## src/rtl/instr_tagged_encoder.sv

```systemverilog
// Packs Add/JmpU/JmpC fields into the 16-bit tagged-union Instr image
// and queues them in a small FIFO with saturating per-kind counters.
module instr_tagged_encoder #(
   parameter int FIFO_DEPTH = 2,
   parameter int CNT_W      = 16
) (
   input  logic             clk,
   input  logic             rst_n,
   input  logic             in_valid,
   output logic             in_ready,
   input  logic [1:0]       in_op,
   input  logic [4:0]       in_ra,
   input  logic [4:0]       in_rb,
   input  logic [4:0]       in_rd,
   input  logic [1:0]       in_cc,
   input  logic [9:0]       in_addr,
   output logic             out_valid,
   input  logic             out_ready,
   output logic [15:0]      out_instr,
   output logic             err_op,
   input  logic             clr_cnt,
   output logic [CNT_W-1:0] cnt_add,
   output logic [CNT_W-1:0] cnt_jmp
);

   localparam int PW = (FIFO_DEPTH > 1) ? $clog2(FIFO_DEPTH) : 1;
   localparam int CW = PW + 1;
   localparam logic [CW-1:0] DEPTH_C = CW'(FIFO_DEPTH);

   localparam logic [1:0] OP_ADD  = 2'b00;
   localparam logic [1:0] OP_JMPU = 2'b01;
   localparam logic [1:0] OP_JMPC = 2'b10;

   logic [15:0]      mem_q [FIFO_DEPTH];
   logic [PW-1:0]    wr_ptr_q, wr_ptr_d;
   logic [PW-1:0]    rd_ptr_q, rd_ptr_d;
   logic [CW-1:0]    occ_q, occ_d;
   logic             err_q, err_d;
   logic [CNT_W-1:0] add_q, add_d;
   logic [CNT_W-1:0] jmp_q, jmp_d;
   logic [15:0]      word;
   logic             accept, push, pop, is_rsv;

   // in_ready depends only on registered occupancy, never on out_ready
   assign in_ready  = rst_n && (occ_q < DEPTH_C);
   assign out_valid = (occ_q != '0);
   assign out_instr = out_valid ? mem_q[rd_ptr_q] : 16'h0000;
   assign err_op    = err_q;
   assign cnt_add   = add_q;
   assign cnt_jmp   = jmp_q;

   assign is_rsv = (in_op == 2'b11);
   assign accept = in_valid && in_ready;
   assign push   = accept && !is_rsv;
   assign pop    = out_valid && out_ready;

   always_comb begin
      word = 16'h0000;
      case (in_op)
         OP_ADD:  word = {1'b0, in_ra, in_rb, in_rd};
         OP_JMPU: word = {4'b1000, 2'b00, in_addr};
         OP_JMPC: word = {4'b1001, in_cc, in_addr};
         default: word = 16'h0000;
      endcase
   end

   always_comb begin
      wr_ptr_d = wr_ptr_q;
      rd_ptr_d = rd_ptr_q;
      occ_d    = occ_q;
      if (push) wr_ptr_d = wr_ptr_q + PW'(1);
      if (pop)  rd_ptr_d = rd_ptr_q + PW'(1);
      case ({push, pop})
         2'b10:   occ_d = occ_q + CW'(1);
         2'b01:   occ_d = occ_q - CW'(1);
         default: occ_d = occ_q;
      endcase
   end

   always_comb begin
      err_d = accept && is_rsv;
      add_d = add_q;
      jmp_d = jmp_q;
      if (clr_cnt) begin
         add_d = '0;
         jmp_d = '0;
      end else if (push) begin
         if (in_op == OP_ADD) begin
            if (add_q != '1) add_d = add_q + CNT_W'(1);
         end else begin
            if (jmp_q != '1) jmp_d = jmp_q + CNT_W'(1);
         end
      end
   end

   always_ff @(posedge clk) begin
      if (!rst_n) begin
         wr_ptr_q <= '0;
         rd_ptr_q <= '0;
         occ_q    <= '0;
         err_q    <= 1'b0;
         add_q    <= '0;
         jmp_q    <= '0;
      end else begin
         wr_ptr_q <= wr_ptr_d;
         rd_ptr_q <= rd_ptr_d;
         occ_q    <= occ_d;
         err_q    <= err_d;
         add_q    <= add_d;
         jmp_q    <= jmp_d;
      end
   end

   // storage needs no reset: out_instr is masked while empty
   always_ff @(posedge clk) begin
      if (push) mem_q[wr_ptr_q] <= word;
   end

endmodule

```

## config.mk

```make
export PLATFORM = sky130hd
export DESIGN_NAME = instr_tagged_encoder
export DESIGN_NICKNAME = d
export VERILOG_FILES = /design/src/rtl/instr_tagged_encoder.sv
export SDC_FILE = /design/constraint.sdc
export NUM_CORES = 1
export LEC_CHECK = 0
export BUFFER_PORTS_ARGS = -buffer_cell sky130_fd_sc_hd__buf_4
export CAP_MARGIN = 20
export CORE_MARGIN = 1
export CORE_UTILIZATION = 40
export CTS_CLUSTER_SIZE = 30
export DETAILED_ROUTE_END_ITERATION = 10
export GPL_ROUTABILITY_DRIVEN = 0
export GPL_TIMING_DRIVEN = 0
export HOLD_SLACK_MARGIN = 0.15
export MAX_ROUTING_LAYER = met4
export PLACE_DENSITY_LB_ADDON = 0.08
export SLEW_MARGIN = 0
export SYNTH_ARGS = -nofsm -noshare
export SYNTH_HDL_FRONTEND = slang
export SYNTH_SLANG_ARGS = --single-unit
```

## constraint.sdc

```tcl
create_clock -name clk -period 2.25 [get_ports clk]
set_clock_uncertainty 0.2 [all_clocks]
set_input_delay 0.3375 -clock clk [delete_from_list [all_inputs] [get_ports clk]]
set_output_delay 0.3375 -clock clk [all_outputs]
set_load 0.01 [all_outputs]
```

# == After elaboration in Yosys (flattened, before gate mapping) ==
# Memories as Yosys holds them, arrays and structs flattened. A register that Yosys moved wholly into a read port is not among the register bits.
# Cells that the tools add are included.
# word_totals
ff_bits,37
ramBits,32
input_bits,34
elab_cells,42
memories,1
# op_classes
add_sub_neg,6
n_lt_le_gt_ge,1
eq_ne,7
n_mux,7
n_bitwise,2
n_reduce_logical,12
# memory_table
name,words,width,rd,rd_ports_with_merged_regs,write_ports,line_no,rtl
mem_q,2,16,1,1,1,34,logic [15:0] mem_q [FIFO_DEPTH];
# op_table
op,count
case mux 16 bit (3 select lines),1
adder 16 x 1 -> 16 bit (second input constant),2
inequality test 16 bit (second input constant),2
two-way mux 16 bit,1
equality test 2 bit (second input constant),3
AND reduction 3 bit,2
logical AND 1 bit,5
equality test 2 x 1 -> 1 bit (second input constant),2
two-way mux 1 bit,4
case mux 2 bit (2 select lines),1
nonzero test 2 bit,2
adder 1 bit (second input constant),2
adder 2 x 1 -> 2 bit (second input constant),1
zero test 2 bit,1
less-than comparator 2 bit (second input constant),1
inverter 1 bit,2
OR reduction 2 bit,1
subtractor 2 x 1 -> 2 bit (second input constant),1
zero test 1 bit,1

# == Longest topological paths before layout ==
# logic_depth
ltp_word,6
depth_mapped,7
ltp_nobuf,7

# == Worst setup path after synthesis ==
# Ideal clock, no wire load.
# synth_timing
path_kind,input -> register
from,input in_op[0]
to,"register add_q[13], in the netlist cnt_add[13]"
setup_ns,0.070
t_arrival_ns,2.089
required_time_ns,1.980
slack_ns,-0.109
path_stages,6
path_buffers,0
cell_sequence,ha_1 > and4bb_4 > inv_2 > or4_4 > or4_1 > a21oi_1
# synth_via
elab_chain_len,4
word_cells_on_any_way,5
# synth_rtl
element,line_no,rtl
from (decl),11,"input logic [1:0] in_op,"
equality test 2 bit,52,assign is_rsv = (in_op == 2'b11);
zero test 1 bit,54,assign push = accept && !is_rsv;
logical AND 1 bit,54,
AND reduction 3 bit (no source line) (*),--,
to (signal assigned),102,add_q <= '0;
to (signal assigned),109,add_q <= add_d;
to (decl),39,"logic [CNT_W-1:0] add_q, add_d;"
# Mark *: on every way between the ends. The rest lies on a longest branch, timed or not.
# A chain may end at the register's enable or synchronous reset.

# == Worst setup path after layout ==
# layout_timing
from,register occ_q[1]
to,"register add_q[13], in the netlist cnt_add[13]"
# layout_via
elab_chain_len,5
# layout_rtl
element,line_no,rtl
from (decl),37,"logic [CW-1:0] occ_q, occ_d;"
from (signal assigned),100,occ_q <= '0;
from (signal assigned),107,occ_q <= occ_d;
less-than comparator 2 bit,45,assign in_ready = rst_n && (occ_q < DEPTH_C);
logical AND 1 bit,45,
logical AND 1 bit,53,assign accept = in_valid && in_ready;
logical AND 1 bit,54,
AND reduction 3 bit (no source line),--,
# No other way between the ends.

==> run summary <==
IO Port Bufs - 84
max incr delay on CP - 0.48 ns
Crit Path Category - reg -> reg
largest cells by area after synthesis - edfxtp_1 28%, dfxtp_1 22%, mux2i_1 7.0%
Max Buffers Root-to-Sink - 2
full die area - 8920 µm²
diode count - 0
Inserted Clock Buffers - 9
final hold violations - 0
Hold/Removal Path Class - in -> reg
synth cell count leaders - 38 x dfxtp_1, 34 x nor2_1, 32 x edfxtp_1
setup TNS - 0 ns
Reg power frac - 44.0%
CTS tree - yes
DRT iter0 DRCs - 98
core area - 8260 µm²
Sw Share - 27.7%
clk_lat worst skew - 0.34 ns
Slew HR - 42.0%
crit path cell chain - and4bb_4 > inv_2 > or4_4 > or4_1 > a21oi_1
number of global-route vias before repair - 2675
die height - 94.4 µm
sw power - 909 µW
Reg2Reg Depth - 5
Finished Cell Area - 4530 µm²
Antenna Violating Nets Remaining - 0
max-slew violations - 0
Die X - 94.4 µm
P_int - 2380 µW
top cell type's share of synthesized area - 28.1%
Syn Area/Cell - 9.94 µm²
RSZ-0062 raised after global routing - false
CP delay by family, top - simple AND/OR/NAND/NOR gates
r2r setup slk - 0.05 ns
Post-DP Area - 4180 µm²
Arr. time, crit path - 2.27 ns
syn_nets - 386
# setup viols final - 0
sequential area share after synthesis - 50.4%
wire length per cell - 15.2 µm
worst path bufs/invs - 1
r2r endpoint - cnt_add[13]
Final min period - 2.20 ns
Yosys top cell by area - edfxtp_1
worst hold endpoint - mem_q[1][5]
CP max-delay cell - or4_1
outcome - finished clean
Yosys cell types - 43
Hold Crit Start - in_addr[5]
Synth Register Bits - 70
I/O pin cnt - 85
fmax - 0.455 GHz
Mapped Cells - 344
Comb power frac - 22.4%
Worst Setup End Kind - flop
Slew @ Worst Pin - 0.870 ns
root buf cell - clkbuf_8
DP Wirelength - 5850 µm
DR vias/cell - 5.39
total gr overflow - 0
Initial Util - 41.4%
H-tree Lvls - 3
count leader, synth - dfxtp_1
Syn-to-layout area delta - 32.4%
clock share of power - 33.6%
worst setup path startpoint - occ_q[1]
Power Density - 726 nW/µm²
Synth Flop Type - dfxtp_1
leakage - 0.00166 µW
Worst Setup Start Kind - flop
GRT Total Usage - 20.0%
final WL - 8460 µm
layout cell share with drive strength beyond 1 - 26.4%
pin count of the biggest net entering global routing - 18
asr flop ratio synth - 0%
Max-Cap Viols - 0
Layout Nets - 487
Row Count - 33
Final period util - 97.7%
hold path cells - 3
first drt pass iteration count - 5
drc violations - 0
clock-pin slew on the worst setup and hold paths - 0.08 ns
first-pass GRT wire length - 13200 µm
total number of vias - 2990
Crit Reg-Reg Startpoint - occ_q[1]
CTS sink count - 70
CP Data Required Time - 2.32 ns
Post-synth EDFFs - 32
critical path fanouts, max - 7
Max IR drop VDD - 0.283 mV
synth warn - 0
initial antenna violation count - 0
Post-Synthesis Cell Area - 3420 µm²
power by group through the flow:
stage          clock network (µW)  logic [µW]  registers, µW
5_1_grt                      1180         800           1450
4_1_cts                      1130         737           1440
3_3_place_gp                    0         732           1440
2_1_floorplan                   0         419           1440
3_5_place_dp                    0         744           1450
6_report                     1100         735           1450
state kept, by name, indices dropped and copies added (netlist names), named ones only:
| signal | flops |
|---|---|
| cnt_add | 16 |
| rd_ptr_q | 1 |
| wr_ptr_q | 1 |
| occ_q | 2 |
| err_op | 1 |
| mem_q | 32 |
| cnt_jmp | 16 |
cell type report:
class | instances | area, µm²
Clock buffer | 10 | 128
Fill cell | 759 | 3730
Buffer | 12 | 52.6
Tap cell | 105 | 131
Inverter | 7 | 26.3
Sequential cell | 70 | 1720
Multi-Input combinational cell | 253 | 1680
Timing Repair Buffer | 92 | 703
Clock inverter | 6 | 85.1
worst max path at each step:
stage | slack (ns) | endpoint | cells after the start
after floorplan | 0.007 | mem_q[0][0] | 4
after global placement | -0.67 | mem_q[0][14] | 5
after detailed placement | -0.58 | cnt_add[5] | 6
after CTS | 0.004 | cnt_add[13] | 5
after global routing | 0.01 | cnt_add[11] | 5
final | 0.05 | cnt_add[13] | 5
layout by cell type (no fill, tap or decap), types with 10 or more instances in the layout:
cell and n:
a21oi_1 21, a22oi_1 12, and2_1 10, buf_4 87, dfxtp_1 37, edfxtp_1 32
mux2i_1 24, nand2_1 25, nand2b_1 10, nand3_1 12, nand4_1 12, nor2_1 32
o21ai_0 10, o31ai_1 11, or3_1 13
routing by layer:
| layer | track usage, % | routed length (µm) |
|---|---|---|
| met3 | 2.90 | 396 |
| met2 | 32.0 | 4060 |
| met5 | - | 0 |
| met1 | 25.1 | 3920 |
| met4 | 8.97 | 85 |
cell families (layout without fill, tap and decap cells):
group | count (synthesis) | count (layout) | share of synthesized area, %
XOR/XNOR | 3 | 3 | 0.769
flip-flops | 70 | 70 | 50.4
multiplexers | 24 | 24 | 7.03
adder cells (fa/ha/maj) | 8 | 8 | 2.93
AND/OR/NAND/NOR | 153 | 153 | 24.3
AO/OA/AOI/OAI | 65 | 65 | 12.2
buffers and inverters | 21 | 127 | 2.34
what timing repair did:
| action | CTS | global route |
|---|---|---|
| buffers inserted | 0 | 3 |
| hold buffers | 5 | 0 |
| resized for setup | 9 | 6 |
| endpoints found under the setup margin | 25 | 41 |
| pin swaps | 1 | 2 |
| endpoints found under the hold margin | 12 | 0 |
worst min-delay path, delay by kind of cell:
kind,cells,cell delay (ns)
buffers and inverters,1,0.08
AOI/OAI and AO/OA,1,0.05
and+or+nand+nor,1,0.11
per-stage QoR:
stage | util (%) | power (µW) | worst slack, ns | instances | hold WS [ns]
final | 54.8 | 3280 | 0.0518 | 555 | 0.169
after global routing | 54.8 | 3440 | 0.0119 | 555 | 0.186
after CTS | 54.2 | 3310 | 0.00440 | 553 | 0.160
after detailed placement | 50.7 | 2190 | -0.579 | 533 | 0.301
after global placement | 50.6 | 2180 | -0.667 | 533 | 0.285
after floorplan | - | 1860 | 0.00702 | 344 | 0.255
Power figures use the tool's default switching activity.
